### config.mk
export PLATFORM = sky130hd
export DESIGN_NAME = bus_master_ctrl_flat
export DESIGN_NICKNAME = d
export VERILOG_FILES = /design/src/rtl/bus_pkg.sv /design/src/rtl/bus_if.sv /design/src/rtl/bus_timeout_cnt.sv /design/src/rtl/bus_master_ctrl.sv /design/src/flat_wrapper.sv
export SDC_FILE = /design/constraint.sdc
export NUM_CORES = 1
export LEC_CHECK = 0
export CAP_MARGIN = 20
export CORE_ASPECT_RATIO = 0.75
export CORE_MARGIN = 1.5
export CORE_UTILIZATION = 38
export DETAILED_ROUTE_END_ITERATION = 8
export GPL_TIMING_DRIVEN = 0
export PLACE_DENSITY = 0.77
export REMOVE_ABC_BUFFERS = 1
export SYNTH_ARGS = -nofsm -noshare
export SYNTH_HDL_FRONTEND = slang
export SYNTH_SLANG_ARGS = --single-unit
### constraint.sdc
create_clock -name clk -period 1.3 [get_ports clk]
set_input_delay 0.325 -clock clk [delete_from_list [all_inputs] [get_ports clk]]
set_output_delay 0.325 -clock clk [all_outputs]
set_load 0.02 [all_outputs]
### src/rtl/bus_pkg.sv
// rtl/bus_pkg.sv - shared types and defaults for the bus master controller
package bus_pkg;

  typedef enum logic [1:0] {
    S_IDLE,
    S_CMD,
    S_RESP,
    S_GAP
  } mst_state_t;

  localparam logic [7:0] IDLE_ADDR_DEFAULT = 8'h00;

  // Response data is stored at a fixed maximum width; the top narrows it to BUS_WIDTH.
  localparam int RSP_MAX_W = 32;

  typedef struct packed {
    logic [RSP_MAX_W-1:0] rdata;
    logic                 timeout;
    logic                 perr;
  } rsp_t;

endpackage

### src/rtl/bus_if.sv
// rtl/bus_if.sv - slave bus: address, active-low RB/WB/ACK strobes, split data paths
interface bus_if #(
  parameter int BUS_WIDTH = 8
);
  logic [7:0]           addr;
  logic                 rb_n;
  logic                 wb_n;
  logic [BUS_WIDTH-1:0] wdata;
  logic                 wdata_oe;
  logic [BUS_WIDTH-1:0] rdata;
  logic                 parity;
  logic                 ack_n;

  // wdata_oe low means the master has released the data lines.
  modport master (
    output addr, rb_n, wb_n, wdata, wdata_oe,
    input  rdata, parity, ack_n
  );

  modport slave (
    input  addr, rb_n, wb_n, wdata, wdata_oe,
    output rdata, parity, ack_n
  );
endinterface

### src/rtl/bus_timeout_cnt.sv
// rtl/bus_timeout_cnt.sv - ACK wait counter, expired on its last allowed cycle
module bus_timeout_cnt #(
  parameter int TIMEOUT_CYCLES = 16
) (
  input  logic clk,
  input  logic reset,
  input  logic clr_i,
  input  logic en_i,
  output logic expired_o
);
  localparam int CW = (TIMEOUT_CYCLES > 1) ? $clog2(TIMEOUT_CYCLES) : 1;
  localparam logic [CW-1:0] LIMIT = CW'(TIMEOUT_CYCLES - 1);

  logic [CW-1:0] cnt_q;

  always_ff @(posedge clk) begin
    if (!reset || clr_i) begin
      cnt_q <= '0;
    end else if (en_i && !expired_o) begin
      cnt_q <= cnt_q + CW'(1);
    end
  end

  assign expired_o = (cnt_q == LIMIT);
endmodule

### src/rtl/bus_master_ctrl.sv
// rtl/bus_master_ctrl.sv - single-outstanding bus master (IDLE/CMD/RESP/GAP)
// Optional parity check: define BUS_MASTER_PARITY_CHECK_EN.
module bus_master_ctrl
  import bus_pkg::*;
#(
  parameter int         BUS_WIDTH      = 8,
  parameter int         TIMEOUT_CYCLES = 16,
  parameter logic [7:0] IDLE_ADDR      = IDLE_ADDR_DEFAULT
) (
  input  logic                 clk,
  input  logic                 reset,
  input  logic                 req_valid,
  output logic                 req_ready,
  input  logic                 req_write,
  input  logic [7:0]           req_id,
  input  logic [BUS_WIDTH-1:0] req_wdata,
  output logic                 rsp_valid,
  output logic [BUS_WIDTH-1:0] rsp_rdata,
  output logic                 rsp_timeout,
  output logic                 rsp_perr,
  bus_if.master                bus_m
);
  mst_state_t           state_q;
  logic                 req_ready_q;
  logic                 rsp_valid_q;
  rsp_t                 rsp_q;
  logic                 write_q;
  logic [7:0]           addr_q;
  logic                 rb_n_q;
  logic                 wb_n_q;
  logic [BUS_WIDTH-1:0] wdata_q;
  logic                 wdata_oe_q;
  logic                 tmo_expired;
  logic                 perr_d;

  bus_timeout_cnt #(
    .TIMEOUT_CYCLES(TIMEOUT_CYCLES)
  ) u_tmo (
    .clk      (clk),
    .reset    (reset),
    .clr_i    (state_q != S_CMD),
    .en_i     (state_q == S_CMD),
    .expired_o(tmo_expired)
  );

`ifdef BUS_MASTER_PARITY_CHECK_EN
  assign perr_d = bus_m.parity != (^(write_q ? wdata_q : bus_m.rdata));
`else
  assign perr_d = 1'b0;
`endif

  always_ff @(posedge clk) begin
    if (!reset) begin
      state_q     <= S_IDLE;
      req_ready_q <= 1'b1;
      rsp_valid_q <= 1'b0;
      rsp_q       <= '0;
      write_q     <= 1'b0;
      addr_q      <= IDLE_ADDR;
      rb_n_q      <= 1'b1;
      wb_n_q      <= 1'b1;
      wdata_q     <= '0;
      wdata_oe_q  <= 1'b0;
    end else begin
      case (state_q)
        S_IDLE: begin
          if (req_valid) begin
            state_q     <= S_CMD;
            req_ready_q <= 1'b0;
            write_q     <= req_write;
            addr_q      <= req_id;
            rb_n_q      <= req_write;
            wb_n_q      <= !req_write;
            wdata_q     <= req_wdata;
            wdata_oe_q  <= req_write;
          end
        end
        S_CMD: begin
          // ACK is checked first so an ACK on the limit cycle is not a timeout.
          if (!bus_m.ack_n || tmo_expired) begin
            state_q       <= S_RESP;
            rsp_valid_q   <= 1'b1;
            addr_q        <= IDLE_ADDR;
            rb_n_q        <= 1'b1;
            wb_n_q        <= 1'b1;
            wdata_oe_q    <= 1'b0;
            rsp_q.timeout <= bus_m.ack_n;
            rsp_q.perr    <= !bus_m.ack_n && perr_d;
            if (!bus_m.ack_n && !write_q) begin
              rsp_q.rdata <= RSP_MAX_W'(bus_m.rdata);
            end
          end
        end
        S_RESP: begin
          state_q       <= S_GAP;
          rsp_valid_q   <= 1'b0;
          rsp_q.timeout <= 1'b0;
          rsp_q.perr    <= 1'b0;
        end
        S_GAP: begin
          state_q     <= S_IDLE;
          req_ready_q <= 1'b1;
        end
        default: state_q <= S_IDLE;
      endcase
    end
  end

  assign req_ready      = req_ready_q;
  assign rsp_valid      = rsp_valid_q;
  assign rsp_rdata      = BUS_WIDTH'(rsp_q.rdata);
  assign rsp_timeout    = rsp_q.timeout;
  assign rsp_perr       = rsp_q.perr;
  assign bus_m.addr     = addr_q;
  assign bus_m.rb_n     = rb_n_q;
  assign bus_m.wb_n     = wb_n_q;
  assign bus_m.wdata    = wdata_q;
  assign bus_m.wdata_oe = wdata_oe_q;
endmodule
### src/flat_wrapper.sv
// flat-port wrapper written by rule: the top's interface ports become plain ports
module bus_master_ctrl_flat import bus_pkg::*;
#(
  parameter int         BUS_WIDTH      = 8,
  parameter int         TIMEOUT_CYCLES = 16,
  parameter logic [7:0] IDLE_ADDR      = IDLE_ADDR_DEFAULT
)
  (clk, reset, req_valid, req_ready, req_write, req_id, req_wdata, rsp_valid, rsp_rdata, rsp_timeout, rsp_perr, bus_m_addr, bus_m_rb_n, bus_m_wb_n, bus_m_wdata, bus_m_wdata_oe, bus_m_rdata, bus_m_parity, bus_m_ack_n);
  bus_if #(.BUS_WIDTH(BUS_WIDTH)) bus_m_i ();
  input  logic clk;
  input  logic reset;
  input  logic req_valid;
  output logic req_ready;
  input  logic req_write;
  input  logic [7:0] req_id;
  input  logic [BUS_WIDTH-1:0] req_wdata;
  output logic rsp_valid;
  output logic [BUS_WIDTH-1:0] rsp_rdata;
  output logic rsp_timeout;
  output logic rsp_perr;
  output wire logic [$bits(bus_m_i.addr)-1:0] bus_m_addr;
  output wire logic [$bits(bus_m_i.rb_n)-1:0] bus_m_rb_n;
  output wire logic [$bits(bus_m_i.wb_n)-1:0] bus_m_wb_n;
  output wire logic [$bits(bus_m_i.wdata)-1:0] bus_m_wdata;
  output wire logic [$bits(bus_m_i.wdata_oe)-1:0] bus_m_wdata_oe;
  input wire logic [$bits(bus_m_i.rdata)-1:0] bus_m_rdata;
  input wire logic [$bits(bus_m_i.parity)-1:0] bus_m_parity;
  input wire logic [$bits(bus_m_i.ack_n)-1:0] bus_m_ack_n;
  assign bus_m_addr = bus_m_i.addr;
  assign bus_m_rb_n = bus_m_i.rb_n;
  assign bus_m_wb_n = bus_m_i.wb_n;
  assign bus_m_wdata = bus_m_i.wdata;
  assign bus_m_wdata_oe = bus_m_i.wdata_oe;
  assign bus_m_i.rdata = bus_m_rdata;
  assign bus_m_i.parity = bus_m_parity;
  assign bus_m_i.ack_n = bus_m_ack_n;
  bus_master_ctrl #(.BUS_WIDTH(BUS_WIDTH), .TIMEOUT_CYCLES(TIMEOUT_CYCLES), .IDLE_ADDR(IDLE_ADDR)) u_core (.clk(clk), .reset(reset), .req_valid(req_valid), .req_ready(req_ready), .req_write(req_write), .req_id(req_id), .req_wdata(req_wdata), .rsp_valid(rsp_valid), .rsp_rdata(rsp_rdata), .rsp_timeout(rsp_timeout), .rsp_perr(rsp_perr), .bus_m(bus_m_i));
endmodule
======== Word-level counts from Yosys, hierarchy flattened ========
Cells that the tools add are included.
cells by class
  $add $sub $neg .......................... 1
  mux-type cells .......................... 18
  equality and inequality tests ........... 7
  reductions and logical operators ........ 19
operators with widths
  operator               number
  $mux W8                2
  $pmux W8 S2            1
  $pmux W1 S2            5
  $pmux W2 S4            1
  $reduce_and A2 Y1      4
  $mux W2                3
  $reduce_and A3 Y1      2
  $reduce_bool A2 Y1     3
  $logic_not A1 Y1       5
  $mux W1                5
  $add A4 B1 Y4 const B  1
  $eq A2 B2 Y1 const B   2
  $eq A4 B4 Y1 const B   1
  $ne A2 B1 Y1 const B   2
  $pmux W2 S2            1
  $eq A2 B1 Y1 const B   1
  $logic_and A1 B1 Y1    2
  $logic_not A2 Y1       1
  $logic_or A1 B1 Y1     2
  $ne A2 B2 Y1 const B   1
word-level totals
  bits in registers ....................... 38
  bits of input ports ..................... 30
  output and inout bits ................... 31
  word-level logic and storage cells ...... 58

======== Longest topological paths before layout ========
  depth after elaboration ................. 4
  mapped depth ............................ 7
  mapped depth without buffers ............ 5

======== Hierarchy ========
Synthesis repeated with hierarchy kept, for this count alone.
second synthesis, totals
  cell total of the unflattened synthesis .. 180
  area total of the unflattened synthesis .. 1646.6 um^2
modules (own cells, without submodules)
  module           cells each  area each (um^2)  sequential area each (um^2)  instances
  bus_master_ctrl  157         1448.9            660.6                        1
  bus_timeout_cnt  23          197.7             80.1                         1

======== Worst setup path before layout ========
OpenSTA, ideal clock, no wires.
  kind .................................... flip-flop to flip-flop
  from .................................... register u_core.state_q[1]
  to ...................................... register u_core.addr_q[0], in the netlist u_core.bus_m.addr[0]
  data required time ...................... 1.183 ns
  setup slack ............................. -0.167 ns
  arrival ................................. 1.349 ns
  stages on the path, launching flop included .. 8
  clock period less this slack ............ 1.467 ns
  buffers on the path ..................... 2
  library setup time ...................... 0.117 ns
  cells stage by stage .................... dfxtp_1 inv_1 ha_1 buf_2 and2_4 a211oi_2 buf_4 o21ai_1
between the ends
  word-level cells in the longest chain between the ends .. 3
  elaborated cells on any way between the ends .. 7
  classes of those cells .................. eq/ne: 3; mux: 1; reduce/logical: 3
RTL lines
  what                                                     line                   source
  start: declaration                                       bus_master_ctrl.sv:23  mst_state_t state_q;
  start signal: assignment                                 bus_master_ctrl.sv:54  state_q <= S_IDLE;
  start signal: assignment                                 bus_master_ctrl.sv:68  state_q <= S_CMD;
  start signal: assignment                                 bus_master_ctrl.sv:81  state_q <= S_RESP;
  $eq A2 B1 Y1 / $logic_not A2 Y1 (equally long branches)  bus_master_ctrl.sv:65  case (state_q)
  $ne A2 B1 Y1 (no line), or another cell as far along     --
  $reduce_and A3 Y1 (no line)                              --
  end signal: assignment                                   bus_master_ctrl.sv:71  addr_q <= req_id;
  end: declaration                                         bus_master_ctrl.sv:28  logic [7:0] addr_q;
Parallel ways exist; a longest one is shown, timed or not.
A chain may end at the register's enable or synchronous reset.

======== Final worst setup path ========
  from .................................... register u_core.state_q[0]
  to ...................................... register u_core.rb_n_q, in the netlist u_core.bus_m.rb_n
between the ends
  word-level cells in the longest chain between the ends .. 3
  elaborated cells on any way between the ends .. 7
  classes of those cells .................. eq/ne: 3; mux: 1; reduce/logical: 3
RTL lines
  what                                                     line                   source
  $eq A2 B1 Y1 / $logic_not A2 Y1 (equally long branches)  bus_master_ctrl.sv:65
  $ne A2 B1 Y1 (no line), or another cell as far along     --
  $reduce_and A3 Y1 (no line)                              --
  end signal: assignment                                   bus_master_ctrl.sv:72  rb_n_q <= req_write;
  end: declaration                                         bus_master_ctrl.sv:29  logic rb_n_q;
Parallel ways exist; a longest one is shown, timed or not.

==> flow_summary.ini <==
[global_routing]
grt_usage_pct = 19.3
grt_max_degree = 23
grt.overflow.total = 0
grt_pass1_vias = 1401
antenna_found_initial = 0
grt_first_pass_wirelength_um = 6570

[critical_path]
cp_max_fo = 6
critPathBufInv = 2
crit_path_end_kind = register
rrSetupSlack_ns = -0.21
cp_cell_sequence = inv_4 -> ha_4 -> and2b_2 -> a211oi_4 -> buf_6 -> o32a_1
r2r-end = u_core.bus_m.rb_n
worst_path_max_delay_cell = dfxtp_4
worstSetupStartpointType = register
critPathKind = reg2reg
worst_ep_arrival_time_ns = 1.70
reg2reg_depth = 6
critPathTopFamily = compound AO/OA/AOI/OAI gates
cp_data_required_time_ns = 1.49
max_stage_delay_ns = 0.37
rr_startpoint = u_core.state_q[0]

[final_layout]
final_nets = 278
mostFrequentLayoutCell = nand2_1
fin_util_pct = 64.5
multi_input_comb_area_um2 = 831
finalNonFillerCells = 296
num_antenna_cells = 0
area_delta_synth_final_pct = 58.8
fillers = 302
fin_area_mm2 = 0.00241
regArea_um2 = 753
final_cell_mix = nand2_1 (42), dfxtp_1 (33), clkdlybuf4s50_1 (25)
drive_gt1_share_pct = 29.5

[pwr]
power_switching_share_pct = 38.6
power.density_mw_per_mm2 = 1860
power_uw = 4470
power_frac_comb_pct = 47.4
p_leak_uw = 0.000932
p_clk_share_pct = 18.8
power_frac_seq_pct = 33.8
ir_drop_mv = 1.00
p_switching_uw = 1730
p_int_uw = 2740

[status]
violations = negative setup slack
run_status = finished, violations left

[placed_design]
dpl_cell_area_mm2 = 0.00211
port_buffers = 58
post-place-cells = 274
dpl.hpwl_um = 2410
finalWeightedCongestion = 0.757

[drt]
dr.max_layer_used = met4
drc = 0
wl_met2_um = 2060
routed-wl-met3_um = 348
dr.pass1.iters = 4
viasPerCell = 4.99
drt_iter0_markers = 52
num_vias = 1478
wl_per_cell_um = 14.6
m1WireLength_um = 1850
route.antenna.remaining_nets = 0
wl_um = 4310

[synthesis]
synth_top_area_share_pct = 48.8
synth_edf_count = 0
postSynthCellCount = 174
synthFlopType = dfxtp_1
yosys-top-cells-area = dfxtp_1 (49%), nand2_1 (11%), mux2i_1 (5.3%)
yosys.area.top_type = dfxtp_1
ys_seq_area_share_pct = 48.8
ys_ff_latch = 37
yosys_warnings = 0
ys_async_sr_fraction_pct = 0
synth_area_mm2 = 0.00152
yosysUniqueCellTypes = 38
synth.avg_cell_area_um2 = 8.72

[die]
die_h_um = 57.7
std_cell_rows = 19
fp.dieArea_mm2 = 0.00438
pin_count = 61
initial_core_util_pct = 40.6
core-area_mm2 = 0.00373
die_w_um = 75.9

[hold_path]
whs_endpoint = u_core.req_ready
worstHoldStart = reset
hp-class = in2reg
whs_path_depth = 2

[sta]
fmax_mhz = 664
fin_skew_ns = 0.00750
fin_crit_sh_pct = 116
fin_ws_ns = -0.207
slew_violations = 0
hold_violations = 0
setup_violations = 22
grt_setup_unrepaired = yes
period_minus_slack_ns = 1.51
finalSetupTns_ns = -2.85

[clock_tree]
htreeDepth = 2
cts_buffer_depth = 2
clockRootBuffer = clkbuf_8
clk_latency_ns = 0.30
cts_buffers = 5
cts.clk_slew.worst_paths_ns = 0.08
cts_sinks = 37
cts_tree = built

[flow_run]
maxCapViolCount = 0
[Yosys cell counts (2+ instances only)]
library cell and number:
ha_1 5, dfxtp_1 37, nand4_1 2, mux2i_1 8, nor3_1 3, nand2b_1 2, buf_4 3, clkbuf_1 2
o21ai_1 12, a21oi_1 12, inv_1 2, buf_2 4, a211oi_1 2, nand2_1 43, nor2_1 13, nor3b_1 2
[worst reg2reg max path: cells and delay by family (launching register included)]
kind,cells,cell delay (ns)
AOI/OAI and AO/OA,2,0.40
DFF,1,0.37
and+or+nand+nor,1,0.24
buffers and inverters,2,0.23
adders and majority gates,1,0.17
[logic make-up after synthesis]
kind of cell	count (synthesis)	share of synthesized area (%)
and+or+nand+nor	74	22.6
AOI/OAI and AO/OA	34	13.8
xor gates and xnor gates	1	0.578
muxes	8	5.28
adders and majority gates	5	4.13
DFF	37	48.8
other	1	0.247
buffers and inverters	14	4.54
[timing repair]
action / CTS / global route
setup endpoints to repair: 67 / 57
hold buffers: 0 / 0
buffers inserted: 12 / 4
pin swaps: 14 / 12
gates cloned: 1 / 0
resized for setup: 89 / 41
[power groups by stage]
stage | logic, uW | registers, uW | clock network (uW)
detailed placement | 1440 | 1480 | 0
finish | 2120 | 1510 | 842
CTS | 2170 | 1490 | 856
global route | 2270 | 1530 | 923
global placement | 1430 | 1480 | 0
floorplan | 675 | 1660 | 0
[flip-flops by register name, indices dropped and copies added, names as in the netlist]
| signal | count |
|---|---|
| u_core.bus_m.rb_n | 1 |
| u_core.bus_m.addr | 8 |
| u_core.state_q | 2 |
| u_core.bus_m.wb_n | 1 |
| u_core.bus_m.wdata_oe | 1 |
| u_core.rsp_rdata | 8 |
| u_core.req_ready | 1 |
| u_core.rsp_valid | 1 |
| u_core.u_tmo.cnt_q | 4 |
| u_core.rsp_timeout | 1 |
| u_core.write_q | 1 |
| u_core.bus_m.wdata | 8 |
[per-layer routing]
layer	vias up	track usage, %
li1	728	-
met1	689	22.9
met2	53	31.5
met3	8	9.13
met4	0	6.35
met5	-	0
[through the flow]
| step | hold WS, ns | setup WS [ns] |
|---|---|---|
| 2_1_floorplan | 0.405 | -0.735 |
| 3_3_place_gp | 0.436 | -1.56 |
| 3_5_place_dp | 0.442 | -1.52 |
| 4_1_cts | 0.404 | -0.223 |
| 5_1_grt | 0.452 | -0.244 |
| 6_report | 0.433 | -0.207 |
[final cells by class]
type / instances / area share [%]
multi-input cells: 123 / 34.5
flip-flops and latches: 37 / 31.3
repair buffers: 72 / 26.6
clock buffers: 5 / 2.86
well taps: 52 / 2.70
clock inverters: 3 / 1.04
inverters: 4 / 1.04
[how the worst max path moves through the flow]
| stage | from | to | slack [ns] | cells after the start |
|---|---|---|---|---|
| after floorplan | u_core.state_q[1] | u_core.rsp_rdata[0] | -0.74 | 5 |
| after global placement | reset | u_core.rsp_timeout | -1.56 | 4 |
| after detailed placement | reset | u_core.rsp_timeout | -1.52 | 4 |
| after CTS | u_core.state_q[1] | u_core.bus_m.rb_n | -0.22 | 7 |
| after global routing | u_core.state_q[1] | u_core.bus_m.rb_n | -0.24 | 6 |
| final | u_core.state_q[0] | u_core.bus_m.rb_n | -0.21 | 6 |
No activity file was read; power rests on OpenSTA's default activity.
